### config.mk
export PLATFORM = sky130hd
export DESIGN_NAME = hilo_muldiv_unit
export DESIGN_NICKNAME = d
export VERILOG_FILES = /design/src/rtl/mips_defs.sv /design/src/rtl/muldiv_sign_fix.sv /design/src/rtl/hilo_muldiv_unit.sv
export SDC_FILE = /design/constraint.sdc
export NUM_CORES = 1
export LEC_CHECK = 0
export CORE_AREA = 2 2 165 167
export DETAILED_ROUTE_END_ITERATION = 8
export DIE_AREA = 0 0 167 169
export GPL_TIMING_DRIVEN = 0
export PLACE_DENSITY = 0.82
export SETUP_SLACK_MARGIN = 0.05
export SLEW_MARGIN = 20
export SYNTH_ARGS = -nofsm -noshare
export SYNTH_HDL_FRONTEND = slang
export SYNTH_SLANG_ARGS = --single-unit
### constraint.sdc
create_clock -name CLK -period 9.3 [get_ports CLK]
set_clock_uncertainty 0.05 [all_clocks]
set_input_delay 1.86 -clock CLK [delete_from_list [all_inputs] [get_ports CLK]]
set_output_delay 1.86 -clock CLK [all_outputs]
set_load 0.005 [all_outputs]
### src/rtl/mips_defs.sv
// Shared MIPS definitions for the HI/LO multiply/divide unit.
package mips_defs;

  localparam logic [5:0] FUNCT_MULT  = 6'h18;
  localparam logic [5:0] FUNCT_MULTU = 6'h19;
  localparam logic [5:0] FUNCT_DIV   = 6'h1A;
  localparam logic [5:0] FUNCT_DIVU  = 6'h1B;
  localparam logic [5:0] FUNCT_MTHI  = 6'h11;
  localparam logic [5:0] FUNCT_MTLO  = 6'h13;

  typedef enum logic [1:0] {
    MD_IDLE = 2'd0,
    MD_RUN  = 2'd1,
    MD_FIX  = 2'd2
  } md_state_e;

  function automatic logic is_signed_op(input logic [5:0] funct);
    return (funct == FUNCT_MULT) || (funct == FUNCT_DIV);
  endfunction

endpackage

### src/rtl/muldiv_sign_fix.sv
// Turns the unsigned magnitude result of the iterative core into final HI/LO values.
module muldiv_sign_fix #(
  parameter int WIDTH = 32
) (
  input  logic               is_div,
  input  logic               sign_a,
  input  logic               sign_b,
  input  logic               dz,
  input  logic [2*WIDTH-1:0] raw,
  output logic [WIDTH-1:0]   hi,
  output logic [WIDTH-1:0]   lo
);

  logic [2*WIDTH-1:0] prod;
  logic [WIDTH-1:0]   rem;
  logic [WIDTH-1:0]   quo;

  always_comb begin
    prod = (sign_a ^ sign_b) ? -raw : raw;
    // Remainder follows the dividend; on divide-by-zero it already holds |dividend|.
    rem  = sign_a ? -raw[2*WIDTH-1:WIDTH] : raw[2*WIDTH-1:WIDTH];
    quo  = (sign_a ^ sign_b) ? -raw[WIDTH-1:0] : raw[WIDTH-1:0];
    if (is_div) begin
      hi = rem;
      lo = dz ? '1 : quo;
    end else begin
      hi = prod[2*WIDTH-1:WIDTH];
      lo = prod[WIDTH-1:0];
    end
  end

endmodule

### src/rtl/hilo_muldiv_unit.sv
// Iterative multiply/divide unit owning HI/LO; 33-cycle latency for MULT/MULTU/DIV/DIVU.
module hilo_muldiv_unit
  import mips_defs::*;
#(
  parameter int WIDTH = 32
) (
  input  logic             CLK,
  input  logic             RST,
  input  logic             Start,
  input  logic [5:0]       Funct,
  input  logic [WIDTH-1:0] Rdata1,
  input  logic [WIDTH-1:0] Rdata2,
  output logic             Busy,
  output logic             Done,
  output logic [WIDTH-1:0] HI,
  output logic [WIDTH-1:0] LO
);

  localparam int CW = $clog2(WIDTH) + 1;

  md_state_e          state_reg;
  logic [CW-1:0]      cnt_reg;
  logic [2*WIDTH-1:0] acc_reg;
  logic [WIDTH-1:0]   opb_reg;
  logic               is_div_reg;
  logic               sign_a_reg;
  logic               sign_b_reg;
  logic               dz_reg;

  logic               sa, sb;
  logic [WIDTH-1:0]   abs_a, abs_b;
  logic [WIDTH:0]     add_sum, rem_shift, sub_diff;
  logic [2*WIDTH-1:0] acc_next;
  logic [WIDTH-1:0]   fix_hi, fix_lo;

  always_comb begin
    sa    = is_signed_op(Funct) & Rdata1[WIDTH-1];
    sb    = is_signed_op(Funct) & Rdata2[WIDTH-1];
    abs_a = sa ? -Rdata1 : Rdata1;
    abs_b = sb ? -Rdata2 : Rdata2;
  end

  // acc holds {partial product, multiplier} for mul and {remainder, dividend/quotient} for div.
  always_comb begin
    add_sum   = {1'b0, acc_reg[2*WIDTH-1:WIDTH]} + (acc_reg[0] ? {1'b0, opb_reg} : '0);
    rem_shift = {acc_reg[2*WIDTH-1:WIDTH], acc_reg[WIDTH-1]};
    sub_diff  = rem_shift - {1'b0, opb_reg};
    if (!is_div_reg)
      acc_next = {add_sum, acc_reg[WIDTH-1:1]};
    else if (!sub_diff[WIDTH])
      acc_next = {sub_diff[WIDTH-1:0], acc_reg[WIDTH-2:0], 1'b1};
    else
      acc_next = {rem_shift[WIDTH-1:0], acc_reg[WIDTH-2:0], 1'b0};
  end

  muldiv_sign_fix #(.WIDTH(WIDTH)) u_sign_fix (
    .is_div (is_div_reg),
    .sign_a (sign_a_reg),
    .sign_b (sign_b_reg),
    .dz     (dz_reg),
    .raw    (acc_reg),
    .hi     (fix_hi),
    .lo     (fix_lo)
  );

  assign Busy = (state_reg != MD_IDLE);

  always_ff @(posedge CLK or negedge RST) begin
    if (!RST) begin
      state_reg  <= MD_IDLE;
      cnt_reg    <= '0;
      acc_reg    <= '0;
      opb_reg    <= '0;
      is_div_reg <= 1'b0;
      sign_a_reg <= 1'b0;
      sign_b_reg <= 1'b0;
      dz_reg     <= 1'b0;
      Done       <= 1'b0;
      HI         <= '0;
      LO         <= '0;
    end else begin
      Done <= 1'b0;
      case (state_reg)
        MD_IDLE: begin
          if (Start) begin
            case (Funct)
              FUNCT_MULT, FUNCT_MULTU, FUNCT_DIV, FUNCT_DIVU: begin
                state_reg  <= MD_RUN;
                cnt_reg    <= '0;
                acc_reg    <= {{WIDTH{1'b0}}, abs_a};
                opb_reg    <= abs_b;
                is_div_reg <= (Funct == FUNCT_DIV) || (Funct == FUNCT_DIVU);
                sign_a_reg <= sa;
                sign_b_reg <= sb;
                dz_reg     <= (Rdata2 == '0);
              end
              FUNCT_MTHI: HI <= Rdata1;
              FUNCT_MTLO: LO <= Rdata1;
              default: ;
            endcase
          end
        end
        MD_RUN: begin
          acc_reg <= acc_next;
          cnt_reg <= cnt_reg + 1'b1;
          if (cnt_reg == CW'(WIDTH - 1))
            state_reg <= MD_FIX;
        end
        MD_FIX: begin
          HI        <= fix_hi;
          LO        <= fix_lo;
          Done      <= 1'b1;
          state_reg <= MD_IDLE;
        end
        default: state_reg <= MD_IDLE;
      endcase
    end
  end

endmodule

==> results.toml, run 1 <==
[placed_design]
dp_hpwl_mm = 39.4
placement.io_buffers = 137
finalWeightedCongestion = 1.01

[clocking]
root_buffer = "sky130_fd_sc_hd__clkbuf_16"
holdBufCountCts = 0
cts_setup_buffers = 0
clk_latency_ps = 450
htree_levels = 4
cts-resized-gates = 0
cts_sinks = 173
cts-root-to-sink-buffers = 2
cts_inserted_buffers = 17
clkTransAtPathRegs_ps = 80
cts_tree = "yes"

[cells_and_area]
final-seq-area_um2 = 4330
total_area_of_multi_input_combinational_cells_um2 = 9450
filler_cell_count = 2395
design.final.nets = 2133
insertedDiodeCount = 0
largest_register_ffs = 64
finish.utilization_pct = 63.7
flow.area_growth_from_synthesis_pct = 17.1
drive_above_1_share_pct = 3.00

[logic_synthesis]
number_of_synthesis_warnings = 0
synthMostInstantiatedCell = "sky130_fd_sc_hd__o21ai_0"
syn_area_per_cell_um2 = 7.88
synth_cells = 1831
yosysTopAreaCell = "sky130_fd_sc_hd__dfrtp_1"
synth_edf_count = 0
synth.top_cell.area_share_pct = 30.0
synth_top_flop_cell = "sky130_fd_sc_hd__dfrtp_1"
synth_common_cells = "sky130_fd_sc_hd__o21ai_0 (204), sky130_fd_sc_hd__nand2_1 (190), sky130_fd_sc_hd__dfrtp_1 (173)"
ys_seq_elements = 173
synth_area_leaders = "sky130_fd_sc_hd__dfrtp_1 (30%), sky130_fd_sc_hd__o21ai_0 (7.1%), sky130_fd_sc_hd__ha_1 (6.0%), sky130_fd_sc_hd__xnor2_1 (5.8%), sky130_fd_sc_hd__nand2_1 (4.9%)"
yosysUniqueCellTypes = 78
ys_async_sr_fraction_pct = 100
synth_area_um2 = 14400
synth-seq-area-share_pct = 30.0
syn_nets = 1975

[setup_path]
path_max_fanout = 10
regToRegEndpoint = "acc_reg[46]$_DFFE_PN0P_"
worst_setup_end_kind = "flip-flop"
worst-endpoint-required_ps = 9540
critPathLaunchType = "flip-flop"
rrSetupSlack_ps = 3980
worstPathArrival_ps = 5570
timing.setup.critical_path_class = "reg2reg"
worst-r2r-cell-count = 15
regToRegStartpoint = "acc_reg[31]$_DFFE_PN0P_"
setup.worst_path.start = "acc_reg[31]$_DFFE_PN0P_"
crit_path_end = "acc_reg[46]$_DFFE_PN0P_"

[outcome]
outcome = "completed"

[detailed_routing]
initialDrtViolationCount = 1796
detail_route.drc_violations = 0
first_pass_iters = 6
final_wl_mm = 51.3
viasPerCell = 6.45
wire_per_inst_um = 21.9
number_of_vias_in_the_routed_layout = 15100
final_antenna_net_count = 0

[global_route]
grt_usage_pct = 36.1
grt_start_max_net_pins = 76
grt_antenna_before_repair = 1
first_global_vias = 14700
grt_pass1_wl_mm = 80.3
grt.overflow.total = 0

[sta]
fin_tns_setup_ps = 0
grt_setup_unrepaired = "no"
setup_viol = 0
timing_hold_violations_final = 0
max-slew-margin-rel_pct = 25.3
f_max_mhz = 188
timing.hold.ws_ps = 432
worstMarginPinSlew_ps = 1120
timing.final.crit_share_pct = 57.3
fin_max_slew_vios = 0
finalWorstPathRequiredPeriod_ps = 5320

[hold_path]
worst_hold_path_type = "reg2reg"

[pwr]
power_switching_share_pct = 49.9
combPwrFrac_pct = 61.0
power.internal_mw = 2.71
leakage_nw = 6.88
power.density_cell_area_nw_per_um2 = 320
netSwitchingPower_mw = 2.70
share_clk_of_total_power_pct = 13.8
power.ir.vdd_worst_mv = 0.204
sequentialPowerShare_pct = 25.2

[die]
core_area_um2 = 26500
die_w_um = 167
start_util_pct = 54.4
core.rowCount = 60
die_height_um = 169
ioPinCount = 139
fp.dieArea_um2 = 28200

[job]
max_cap_viol_count = 0
==> kinds of logic after synthesis <==
family	count (synthesis)	synth area share, %
flops	173	30.0
buf+inv	172	4.55
compound gates	620	26.4
xor+xnor	170	10.3
mux	54	3.77
fa+ha+maj	71	6.26
simple gates	571	18.7
==> cells in the final DEF (no fill, tap or decap), types with 17 or more instances in the layout <==
| cell type | count |
|---|---|
| sky130_fd_sc_hd__nor2_1 | 155 |
| sky130_fd_sc_hd__clkbuf_1 | 101 |
| sky130_fd_sc_hd__nor3_1 | 45 |
| sky130_fd_sc_hd__a31oi_1 | 20 |
| sky130_fd_sc_hd__o211ai_1 | 18 |
| sky130_fd_sc_hd__nand2_1 | 190 |
| sky130_fd_sc_hd__xor2_1 | 74 |
| sky130_fd_sc_hd__o22ai_1 | 54 |
| sky130_fd_sc_hd__mux2i_1 | 51 |
| sky130_fd_sc_hd__clkdlybuf4s50_1 | 136 |
| sky130_fd_sc_hd__dfrtp_1 | 173 |
| sky130_fd_sc_hd__or3_1 | 19 |
| sky130_fd_sc_hd__inv_1 | 61 |
| sky130_fd_sc_hd__ha_1 | 69 |
| sky130_fd_sc_hd__nand2b_1 | 24 |
| sky130_fd_sc_hd__clkbuf_16 | 17 |
| sky130_fd_sc_hd__a211oi_1 | 30 |
| sky130_fd_sc_hd__a21oi_1 | 139 |
| sky130_fd_sc_hd__a22oi_1 | 32 |
| sky130_fd_sc_hd__o21ai_0 | 203 |
| sky130_fd_sc_hd__o31ai_1 | 18 |
| sky130_fd_sc_hd__a21o_1 | 29 |
| sky130_fd_sc_hd__nand3_1 | 34 |
| sky130_fd_sc_hd__xnor2_1 | 96 |
==> metrics by stage <==
step	cells	setup slack, ps	instance area, um2	power, mW
2_1_floorplan	1831	4880	14400	3.55
3_3_place_gp	2309	-880	16200	4.49
3_5_place_dp	2311	3490	16300	4.57
4_1_cts	2343	3920	16900	5.31
5_1_grt	2343	3780	16900	5.77
6_report	2343	3980	16900	5.41
==> final cells by class <==
type,count,share of cell area [%]
plain buffers,110,2.50
clock buffers,18,2.60
clock inverters,14,0.889
inverters,62,1.38
multi-input cells,1486,56.0
flip-flops and latches,173,25.6
well taps,341,2.53
repair buffers,139,8.48
==> per-layer routing <==
layer / track usage [%] / routed length, um / up-vias
li1: - / - / 6979
met1: 44.8 / 20300 / 7168
met2: 61.9 / 24500 / 785
met3: 4.30 / 3890 / 177
met4: 18.7 / 2590 / 0
met5: 0 / 0 / -
==> critical path: stages, from the launching register on <==
cell                       delay (ps)
sky130_fd_sc_hd__dfrtp_1          540
sky130_fd_sc_hd__inv_1            200
sky130_fd_sc_hd__ha_1             280
sky130_fd_sc_hd__fa_1             390
sky130_fd_sc_hd__nand2b_1         210
sky130_fd_sc_hd__a21oi_1          290
sky130_fd_sc_hd__o311a_1          290
sky130_fd_sc_hd__a41oi_1          310
sky130_fd_sc_hd__o21ba_2          300
sky130_fd_sc_hd__clkbuf_1         210
sky130_fd_sc_hd__o41a_1           410
sky130_fd_sc_hd__clkbuf_1         290
sky130_fd_sc_hd__nand2_1          190
sky130_fd_sc_hd__clkbuf_1         740
sky130_fd_sc_hd__mux2i_1          350
sky130_fd_sc_hd__o21ai_0          110
==> power by group through the flow <==
stage               logic, mW  registers [mW]  clock network [mW]
floorplan                2.32            1.23                   0
global placement         3.14            1.35                   0
detailed placement       3.21            1.36                   0
CTS                      3.23            1.35               0.739
global route             3.60            1.40               0.768
finish                   3.30            1.36               0.745
==> worst min path at each step <==
stage / start / endpoint / slack [ps] / depth (start not counted)
after floorplan: dz_reg$_DFFE_PN0P_ / dz_reg$_DFFE_PN0P_ / 390 / 2
after global placement: LO[12]$_DFFE_PN0P_ / LO[12]$_DFFE_PN0P_ / 410 / 2
after detailed placement: LO[24]$_DFFE_PN0P_ / LO[24]$_DFFE_PN0P_ / 420 / 2
after CTS: LO[15]$_DFFE_PN0P_ / LO[15]$_DFFE_PN0P_ / 440 / 2
after global routing: opb_reg[22]$_DFFE_PN0P_ / opb_reg[22]$_DFFE_PN0P_ / 450 / 2
final: LO[24]$_DFFE_PN0P_ / LO[24]$_DFFE_PN0P_ / 430 / 2
Note: power is estimated with default switching activity, not from simulation.
==> run 2, diff against run 1 <==
==> constraint.sdc (replaced) <==
create_clock -name CLK -period 5.1 [get_ports CLK]
set_clock_uncertainty 0.05 [all_clocks]
set_input_delay 1.02 -clock CLK [delete_from_list [all_inputs] [get_ports CLK]]
set_output_delay 1.02 -clock CLK [all_outputs]
set_load 0.005 [all_outputs]
==> results.toml, run 2 (synthesized netlist as in run 1, its figures left out) <==
[clocking]
cts_sinks = 173
clkTransAtPathRegs_ps = 90
cts-root-to-sink-buffers = 2
cts_setup_buffers = 0
cts_inserted_buffers = 17
htree_levels = 4
holdBufCountCts = 0
cts_tree = "yes"
root_buffer = "sky130_fd_sc_hd__clkbuf_16"
clk_latency_ps = 450
cts-resized-gates = 1

[pwr]
netSwitchingPower_mw = 4.93
share_clk_of_total_power_pct = 13.7
power.density_cell_area_nw_per_um2 = 585
combPwrFrac_pct = 61.2
sequentialPowerShare_pct = 25.1
power.internal_mw = 4.96
power_switching_share_pct = 49.9
leakage_nw = 6.90
power.ir.vdd_worst_mv = 0.301

[setup_path]
timing.critical_path.slowest_stage_cell = "sky130_fd_sc_hd__o31ai_4"
worst-r2r-cell-count = 12
rrSetupSlack_ps = 300
regToRegStartpoint = "acc_reg[0]$_DFFE_PN0P_"
setup.worst_path.start = "acc_reg[0]$_DFFE_PN0P_"
worst-endpoint-required_ps = 5410
crit_path_end = "HI[14]$_DFFE_PN0P_"
timing.setup.critical_path_class = "reg2reg"
critPathLaunchType = "flip-flop"
worst_setup_end_kind = "flip-flop"
critical_path.cell_chain = "inv_1, clkbuf_1, ha_1, nor2b_1, and3_1, nand4b_1, o31ai_4, or4b_1, or3_1, nand3_1, o21ai_1, a211oi_2"
worst_path_largest_cell_delay_ps = 640
worstPathArrival_ps = 5100
path_max_fanout = 10
regToRegEndpoint = "HI[14]$_DFFE_PN0P_"

[placed_design]
placed_area_um2 = 16300
dp_hpwl_mm = 39.4
finalWeightedCongestion = 1.01
post_placement_cell_count = 2311
placement.io_buffers = 137
dp_worst_setup_slack_ps = -78.0

[sta]
setup_ws_ps = 303
timing_hold_violations_final = 0
fin_max_slew_vios = 0
timing.final.crit_share_pct = 94.1
fin_tns_setup_ps = 0
worstMarginPinSlew_ps = 1120
max-slew-margin-rel_pct = 25.0
finalWorstPathRequiredPeriod_ps = 4800
setup_viol = 0
grt_setup_unrepaired = "no"
f_max_mhz = 208

[die]
start_util_pct = 54.4
core.rowCount = 60
die_height_um = 169
ioPinCount = 139
fp.dieArea_um2 = 28200
core_area_um2 = 26500
die_w_um = 167

[cells_and_area]
finish.utilization_pct = 63.8
largest_register_ffs = 64
drive_above_1_share_pct = 3.20
post-route-cell-area_um2 = 16900
layout.cells.most_common = "sky130_fd_sc_hd__o21ai_0"
total_area_of_multi_input_combinational_cells_um2 = 9470
insertedDiodeCount = 0
design.final.nets = 2133
flow.area_growth_from_synthesis_pct = 17.2
final-seq-area_um2 = 4330
finish.cell_count_without_fillers = 2343
filler_cell_count = 2392
mostFrequentLayoutCells = "sky130_fd_sc_hd__o21ai_0 (203), sky130_fd_sc_hd__nand2_1 (190), sky130_fd_sc_hd__dfrtp_1 (172), sky130_fd_sc_hd__nor2_1 (155), sky130_fd_sc_hd__a21oi_1 (138)"

[detailed_routing]
final_antenna_net_count = 0
detail_route.drc_violations = 0
viasPerCell = 6.44
wire_per_inst_um = 21.9
final_wl_mm = 51.4
initialDrtViolationCount = 1741
first_pass_iters = 5
number_of_vias_in_the_routed_layout = 15100

[outcome]
outcome = "completed"

[global_route]
first_global_vias = 14700
grt_antenna_before_repair = 1
grt_pass1_wl_mm = 80.3
grt_start_max_net_pins = 76
grt.overflow.total = 0
grt_usage_pct = 36.1

[job]
max_cap_viol_count = 0

[hold_path]
worst_hold_path_type = "in2async"
-- run 2: changes by cell type in the layout (fill, tap and decap cells not counted), sizes merged --
cell / previous run / this run
buf: 11 / 10
clkbuf: 120 / 121
-- run 2: layout make-up --
class                      instances  area share, %
buffer                           110           2.55
sequential                       173           25.6
clock buffer                      18           2.60
tap                              341           2.52
inverter                          62           1.38
timing repair buffer             139           8.47
multi-input combinational       1486           56.0
clock inverter                    14          0.888
-- run 2: worst min path at each step --
| stage | from | endpoint | slack [ps] | cells past startpoint |
|---|---|---|---|---|
| 6_report | RST | LO[7]$_DFFE_PN0P_ | 340 | 1 |
| 5_1_grt | RST | LO[7]$_DFFE_PN0P_ | 360 | 1 |
| 4_1_cts | RST | LO[7]$_DFFE_PN0P_ | 350 | 1 |
| 3_5_place_dp | LO[24]$_DFFE_PN0P_ | LO[24]$_DFFE_PN0P_ | 420 | 2 |
| 3_3_place_gp | LO[12]$_DFFE_PN0P_ | LO[12]$_DFFE_PN0P_ | 410 | 2 |
| 2_1_floorplan | dz_reg$_DFFE_PN0P_ | dz_reg$_DFFE_PN0P_ | 390 | 2 |
-- run 2: per-stage QoR --
step	hold WS, ps	power, mW
after detailed placement	419	8.34
after CTS	353	9.69
final	344	9.89
after global placement	410	8.19
after global routing	357	10.5
after floorplan	393	6.47
-- run 2: power groups by stage --
stage | clock network, mW | logic (mW) | registers (mW)
2_1_floorplan | 0 | 4.23 | 2.25
6_report | 1.36 | 6.05 | 2.49
3_3_place_gp | 0 | 5.73 | 2.46
3_5_place_dp | 0 | 5.85 | 2.49
4_1_cts | 1.35 | 5.89 | 2.45
5_1_grt | 1.40 | 6.60 | 2.55
-- run 2: critical path: cells and delay by family (launching register included) --
family	cells	cell delay (ps)
AO/OA/AOI/OAI	3	940
adder cells (fa/ha/maj)	1	330
flip-flops	1	510
AND/OR/NAND/NOR	6	2000
buffers and inverters	2	880
-- run 2: routing by layer --
layer	global-route usage, %	vias up	share of wire, %
li1	-	6982	-
met2	62.0	769	48
met4	18.5	0	5.1
met3	4.19	172	7.4
met1	45.0	7174	40
met5	0	-	0
